--- config.mk ---
export PLATFORM = sky130hd
export DESIGN_NAME = acorn_phase_ctrl
export DESIGN_NICKNAME = d
export VERILOG_FILES = /design/src/rtl/acorn_phase_ctrl.sv
export SDC_FILE = /design/constraint.sdc
export NUM_CORES = 1
export LEC_CHECK = 0
export CAP_MARGIN = 20
export CORE_AREA = 3 3 306 308
export DETAILED_ROUTE_END_ITERATION = 8
export DIE_AREA = 0 0 309 311
export SYNTH_ARGS = -nofsm -noshare
export SYNTH_HDL_FRONTEND = slang
export SYNTH_SLANG_ARGS = --single-unit
--- constraint.sdc ---
create_clock -name clk -period 4.5 [get_ports clk]
set_input_delay 0.9 -clock clk [delete_from_list [all_inputs] [get_ports clk]]
set_output_delay 0.9 -clock clk [all_outputs]
set_load 0.01 [all_outputs]
--- src/rtl/acorn_phase_ctrl.sv ---
// Phase sequencer for the bit-serial ACORN-128 datapath: one state update per cycle through
// INIT/AD/ENC/FIN, driving m/ca/cb and collecting ciphertext and tag bits from ks_bit.
module acorn_phase_ctrl #(
    parameter int AD_BITS  = 128,
    parameter int MSG_BITS = 128
) (
    input  logic                clk,
    input  logic                rst,
    input  logic                start,
    input  logic [127:0]        key,
    input  logic [127:0]        iv,
    input  logic [AD_BITS-1:0]  ad,
    input  logic [MSG_BITS-1:0] pt,
    input  logic                ks_bit,
    output logic                clr_state,
    output logic                step_en,
    output logic                m_bit,
    output logic                ca_bit,
    output logic                cb_bit,
    output logic [2:0]          phase,
    output logic                busy,
    output logic                done,
    output logic [MSG_BITS-1:0] ct,
    output logic [127:0]        tag
);

    typedef enum logic [2:0] {
        S_IDLE = 3'd0,
        S_CLR  = 3'd1,
        S_INIT = 3'd2,
        S_AD   = 3'd3,
        S_ENC  = 3'd4,
        S_FIN  = 3'd5,
        S_DONE = 3'd6
    } phase_e;

    localparam logic [11:0] INIT_LAST  = 12'd1791;
    localparam logic [11:0] FIN_LAST   = 12'd767;
    localparam logic [11:0] TAG_FIRST  = 12'd640;
    localparam logic [11:0] AD_END     = 12'(AD_BITS);
    localparam logic [11:0] AD_CA_END  = 12'(AD_BITS + 128);
    localparam logic [11:0] AD_LAST    = 12'(AD_BITS + 255);
    localparam logic [11:0] MSG_END    = 12'(MSG_BITS);
    localparam logic [11:0] MSG_CA_END = 12'(MSG_BITS + 128);
    localparam logic [11:0] MSG_LAST   = 12'(MSG_BITS + 255);

    phase_e                phase_q, phase_d;
    logic [11:0]           n_q, n_d;
    logic [MSG_BITS-1:0]   ct_q, ct_d;
    logic [127:0]          tag_q, tag_d;
    logic                  last_step;

    // Key/IV are indexed mod 128; INIT's wrap-around and IV window both fall out of n[6:0].
    logic key_bit, iv_bit, ad_bit, pt_bit;
    assign key_bit = key[n_q[6:0]];
    assign iv_bit  = iv[n_q[6:0]];
    assign ad_bit  = |(ad & (AD_BITS'(1) << n_q));
    assign pt_bit  = |(pt & (MSG_BITS'(1) << n_q));

    always_ff @(posedge clk) begin
        if (rst) begin
            phase_q <= S_IDLE;
            n_q     <= '0;
            ct_q    <= '0;
            tag_q   <= '0;
        end else begin
            phase_q <= phase_d;
            n_q     <= n_d;
            ct_q    <= ct_d;
            tag_q   <= tag_d;
        end
    end

    always_comb begin
        phase_d   = phase_q;
        ct_d      = ct_q;
        tag_d     = tag_q;
        last_step = 1'b0;
        case (phase_q)
            S_IDLE: begin
                if (start) begin
                    phase_d = S_CLR;
                    ct_d    = '0;
                    tag_d   = '0;
                end
            end
            S_CLR:  phase_d = S_INIT;
            S_INIT: begin
                last_step = (n_q == INIT_LAST);
                if (last_step) phase_d = S_AD;
            end
            S_AD: begin
                last_step = (n_q == AD_LAST);
                if (last_step) phase_d = S_ENC;
            end
            S_ENC: begin
                last_step = (n_q == MSG_LAST);
                if (last_step) phase_d = S_ENC == S_ENC ? S_FIN : S_FIN;
                if (n_q < MSG_END) ct_d = ct_q | (MSG_BITS'(pt_bit ^ ks_bit) << n_q);
            end
            S_FIN: begin
                last_step = (n_q == FIN_LAST);
                if (last_step) phase_d = S_DONE;
                // Bits 640..767 of FIN map onto tag[0..127]; 640 is a multiple of 128.
                if (n_q >= TAG_FIRST) tag_d = tag_q | (128'(ks_bit) << n_q[6:0]);
            end
            S_DONE:  phase_d = S_IDLE;
            default: phase_d = S_IDLE;
        endcase
        n_d = (step_en && !last_step) ? n_q + 12'd1 : 12'd0;
    end

    always_comb begin
        clr_state = (phase_q == S_CLR);
        busy      = (phase_q == S_CLR) || (phase_q == S_INIT) || (phase_q == S_AD)
                 || (phase_q == S_ENC) || (phase_q == S_FIN);
        done      = (phase_q == S_DONE);
        phase     = phase_q;
        ct        = ct_q;
        tag       = tag_q;
        step_en   = 1'b0;
        m_bit     = 1'b0;
        ca_bit    = 1'b0;
        cb_bit    = 1'b0;
        case (phase_q)
            S_INIT: begin
                step_en = 1'b1;
                ca_bit  = 1'b1;
                cb_bit  = 1'b1;
                if (n_q < 12'd128)       m_bit = key_bit;
                else if (n_q < 12'd256)  m_bit = iv_bit;
                else if (n_q == 12'd256) m_bit = ~key_bit;
                else                     m_bit = key_bit;
            end
            S_AD: begin
                step_en = 1'b1;
                cb_bit  = 1'b1;
                ca_bit  = (n_q < AD_CA_END);
                m_bit   = (n_q < AD_END) ? ad_bit : (n_q == AD_END);
            end
            S_ENC: begin
                step_en = 1'b1;
                ca_bit  = (n_q < MSG_CA_END);
                m_bit   = (n_q < MSG_END) ? pt_bit : (n_q == MSG_END);
            end
            S_FIN: begin
                step_en = 1'b1;
                ca_bit  = 1'b1;
                cb_bit  = 1'b1;
            end
            default: ;
        endcase
    end

endmodule
* Word level (Yosys, flattened, before mapping)
Index checks and enable logic that the tools add are counted.
W data, S select, Z words.
** Storage, ports and cells
- Word-level logic and storage cells :: 81
- Input port bits :: 516
- Register bits after elaboration :: 271
** Cells by class
- Mux-type cells :: 25
- Reductions and logical operators :: 19
- Bitwise gates (word level) :: 7
- Add/subtract/negate cells :: 1
- Equality and inequality tests :: 18
- Magnitude comparators :: 4
- Shifts and indexed selects :: 3
** Operators with widths (number)
- $pmux W128 S2 :: 2
- $mux W128 :: 3
- $and A128 B128 Y128 :: 2
- $or A128 B128 Y128 :: 2
- $reduce_or A128 Y1 :: 2
- $shl A1 B12 Y128 :: 1
- $shl A1 B12 Y128 const A :: 1
- $shl A1 B7 Y128 :: 1
- $eq A12 B9 Y1 const B :: 2
- $pmux W3 S6 :: 1
- $mux W3 :: 5
- $bmux W1 S7 :: 2
- $ne A2 B2 Y1 const B :: 7
- $add A12 B1 Y12 const B :: 1
- $eq A12 B10 Y1 const B :: 1
- $eq A12 B11 Y1 const B :: 1
- $eq A12 B8 Y1 const B :: 1
- $ge A12 B10 Y1 const B :: 1
- $lt A12 B8 Y1 const B :: 1
- $lt A12 B9 Y1 const B :: 1
- $eq A3 B3 Y1 const B :: 3
- $mux W1 :: 9
- $lt A7 B8 Y1 const B :: 1
- $eq A3 B2 Y1 const B :: 2
- other kinds (15) :: 24

* Logic depth before layout (Yosys ltp)
- Depth in word-level cells :: 8
- Mapped depth :: 16
- Mapped depth without buffers :: 10

* Least setup slack after synthesis
No wires, ideal clock.
- Kind :: register -> output
- From :: register n_q[4]
- To :: output port m_bit
- Setup slack :: 0.692 ns
- Required time :: 3.600 ns
- Stages on the path, launching flop included :: 14
- Data arrival time :: 2.908 ns
- Cells stage by stage :: dfxtp_1 buf_2 buf_2 buf_2 buf_2 mux2i_1 o2bb2ai_1 a32o_1 or4_1 a211oi_1 o311a_1 a31oi_1 a221oi_1 a21bo_1
** On the way
- Cells in the longest elaborated chain, start to end :: 7
- Elaborated cells on any way between the ends :: 20
** RTL lines
- from (decl) :: line 48 : logic [11:0] n_q, n_d;
- from (signal assigned) :: line 68 : n_q <= n_d;
- $bmux W1 S7 :: line 55 : assign key_bit = key[n_q[6:0]];
- $mux W1 (implied by the code) :: line 55
- $not A1 Y1 :: line 132 : else if (n_q == 12'd256) m_bit = ~key_bit;
- $mux W1 :: line 132
- $mux W1 :: line 131 : else if (n_q < 12'd256) m_bit = iv_bit;
- $mux W1 :: line 130 : if (n_q < 12'd128) m_bit = key_bit;
- $pmux W1 S3 * :: line 125 : case (phase_q)
- to (decl) :: line 17 : output logic m_bit,
Mark *: on every way between the ends. The rest lies on a longest branch, timed or not. The select of a mux whose other input is x is not followed.

* Worst setup path after layout
- From :: register n_q[5]
- To :: output port m_bit
The elaborated chain is that of the path after synthesis.

==> summary.txt <==
Congestion Overflow GR: 0
Tcrit/Tclk final: 102%
Mapped Nets: 2363
clk_lat worst skew: 0.60 ns
critical path fanouts, max: 4
via count: 19900
Pwr Density: 213 mW/mm²
Critical Path AT: 3.69 ns
Routed WL per cell: 32.4 µm
syn avg cell area: 8.34 µm²
clock sinks: 271
routability cong.: 0.997
vias per inst: 4.93
1st-iter DRT viols: 1546
Initial Utilization: 16.8%
I/O pins: 782
TritonRoute pass-1 iters: 5
sequence of cells on the critical path: buf_12, buf_8, mux2i_4, buf_6, nor4_1, o211ai_1, and4_1, nand4_1, nor4_4, a31oi_4, a221oi_2, a21bo_2, buf_6
post-synthesis register bit count: 271
slowest library cell on the worst path: dfxtp_4
GRT Util Overall: 25.8%
Cells after Synth: 1843
clock buffer count from CTS: 31
Root Driver: clkbuf_16
failing checks: setup timing
area grow syn2layout: 85.7%
Leak: 0.00978 µW
Ys Warns: 0
Tmin final: 4.59 ns
Final Hold Vio Count: 0
crit start category: flip-flop
Max-cap violations: 0
register area share after synthesis: 35.3%
worst relative slew slack: 25.2%
share of cells above drive strength 1: 20.6%
half-perimeter wire length after placement: 104000 µm
vias in the first global route: 20000
post-route ant nets: 0
Unique masters post-synth: 83
CTS tree: yes
Worst VDD drop: 0.000273 V
worst path bufs/invs: 4
largest net degree at the start of global routing: 67
Worst setup EP type: primary output
Worst-Margin Slew: 1.12 ns
placed insts: 3891
endpoints failing setup: 1
status: complete, but fails checks
first-pass GRT wire length: 172000 µm
CP top delay family: compound AO/OA/AOI/OAI gates
Die X: 309 µm
Crit Path Category: flip-flop to primary output
final core utilization: 31.2%
PortBufs: 781
EDFF count, synth: 0
clock buffer depth: 3
Req. time, crit path: 3.60 ns
H-tree depth: 1
Crit path top cell by count: buf_6
Top FF cell, synth: dfxtp_1
area of the core: 0.0914 mm²
Hold Path Class: flip-flop to flip-flop
initial antenna violation count: 39
unrepaired setup endpoints after global routing: yes
most common cell after layout, fill and taps aside: clkdlybuf4s50_1
clk slew on worst S/H paths: 0.06 ns
Place WS: -0.565 ns
multi-input combinational cell area: 0.00954 mm²
Non-Filler Instances: 4032
Post-Syn Area: 0.0154 mm²
slowest stage delay, CP: 0.38 ns
register area: 0.00546 mm²
Setup TNS: -0.0911 ns
Worst Slack Setup Final: -0.0911 ns
Die H: 311 µm
f_max: 218 MHz
DRC viols: 0
fin nets: 3331
die area: 0.0961 mm²
Final Slew Violations: 0
commonest non-fill, non-tap cells in the layout: 778 x clkdlybuf4s50_1, 270 x buf_4, 259 x dfxtp_1, 233 x nor2_1, 156 x nand2_1
Fin Clk Skew: 0.0179 ns
Power, Total: 6080 µW
fill cell count: 9670
Total Wirelength: 131000 µm
# rows: 111
ys async rst share: 0%
-- state kept, by name, summed over array words and instances (netlist names) --
signal / cells
phase: 3
ct: 128
n_q: 12
tag: 128
-- metrics by stage --
stage | area [µm²] | hold slack [ns]
6_report | 28500 | 0.443
5_1_grt | 28500 | 0.461
4_1_cts | 27900 | 0.445
3_5_place_dp | 26000 | 0.436
3_3_place_gp | 26000 | 0.436
2_1_floorplan | 15400 | 0.470
-- repair_timing --
| item | CTS | global route |
|---|---|---|
| cloned | 2 | 2 |
| resized for setup | 88 | 81 |
| setup endpoints to repair | 1 | 1 |
| pin swaps | 14 | 25 |
| hold buffers | 0 | 0 |
| hold endpoints to repair | 0 | 0 |
| setup buffers | 45 | 26 |
-- layer usage --
layer	vias up	routed length (µm)	GRT usage (%)
li1	8813	-	-
met1	9778	55800	33.5
met2	1039	57800	40.3
met3	213	12900	8.53
met4	36	4040	7.68
met5	-	241	0
-- power by group --
part	switching, µW	total, µW	internal (µW)
Combinational	522	1170	643
Clock	1090	2500	1410
Sequential	15.7	2410	2400
Total	1630	6080	4450
-- cells in the mapped netlist (10+ instances only) --
library cell / number / area share (%)
mux2_2: 10 / 0.73
buf_1: 11 / 0.27
dfxtp_1: 271 / 35
mux4_2: 61 / 8.9
nor3_1: 47 / 1.5
o21ai_1: 10 / 0.33
o21ai_0: 42 / 1.4
a211oi_1: 10 / 0.49
a32oi_1: 10 / 0.57
buf_2: 55 / 1.8
nand3_1: 72 / 2.3
nand4_1: 33 / 1.3
a21oi_1: 134 / 4.4
nand2b_1: 12 / 0.49
nor2_1: 237 / 5.8
a31oi_1: 83 / 3.4
buf_6: 10 / 0.73
o21a_1: 17 / 0.83
o31ai_1: 55 / 2.7
nand2_1: 162 / 4.0
o211ai_1: 31 / 1.5
nor4_1: 25 / 1.0
nor2b_1: 17 / 0.69
o22ai_1: 11 / 0.45
o2111ai_1: 11 / 0.63
and3_1: 19 / 0.77
inv_1: 54 / 1.3
mux2i_1: 39 / 2.5
a22oi_1: 28 / 1.4
a32o_1: 12 / 0.78
clkbuf_1: 90 / 2.2
-- cell families after synthesis --
group	after synthesis	share of synthesized area, %
buffers and inverters	230	6.70
flip-flops	271	35.3
AO/OA/AOI/OAI	522	22.9
adder cells (fa/ha/maj)	4	0.326
AND/OR/NAND/NOR	697	22.1
XOR/XNOR	9	0.513
multiplexers	110	12.2
-- final cells by class --
cell class	count	area share, %
repair buffers	1107	37.9
inverters	58	0.776
flip-flops and latches	271	19.1
multi-input cells	1342	33.4
clock buffers	43	3.06
clock inverters	12	0.359
well taps	1186	5.20
diodes	13	0.114
-- path summary, 6_finish.rpt --
check	from	end	slack, ns	cells after the start
worst max-delay path	n_q[5]$_SDFF_PP0_	m_bit	-0.09	13
worst min register to register	ct[57]$_SDFFE_PP0P_	ct[57]$_SDFFE_PP0P_	0.44	2
worst max register to register	n_q[0]$_SDFF_PP0_	ct[98]$_SDFFE_PP0P_	0.52	16
worst min-delay path	ct[57]$_SDFFE_PP0P_	ct[57]$_SDFFE_PP0P_	0.44	2
-- tightest hold or removal path, cell delays in order (launching register included) --
cell and delay, ns:
dfxtp_1 0.31, inv_1 0.04, a21oi_1 0.05
Note: power is estimated with default switching activity, not from simulation.
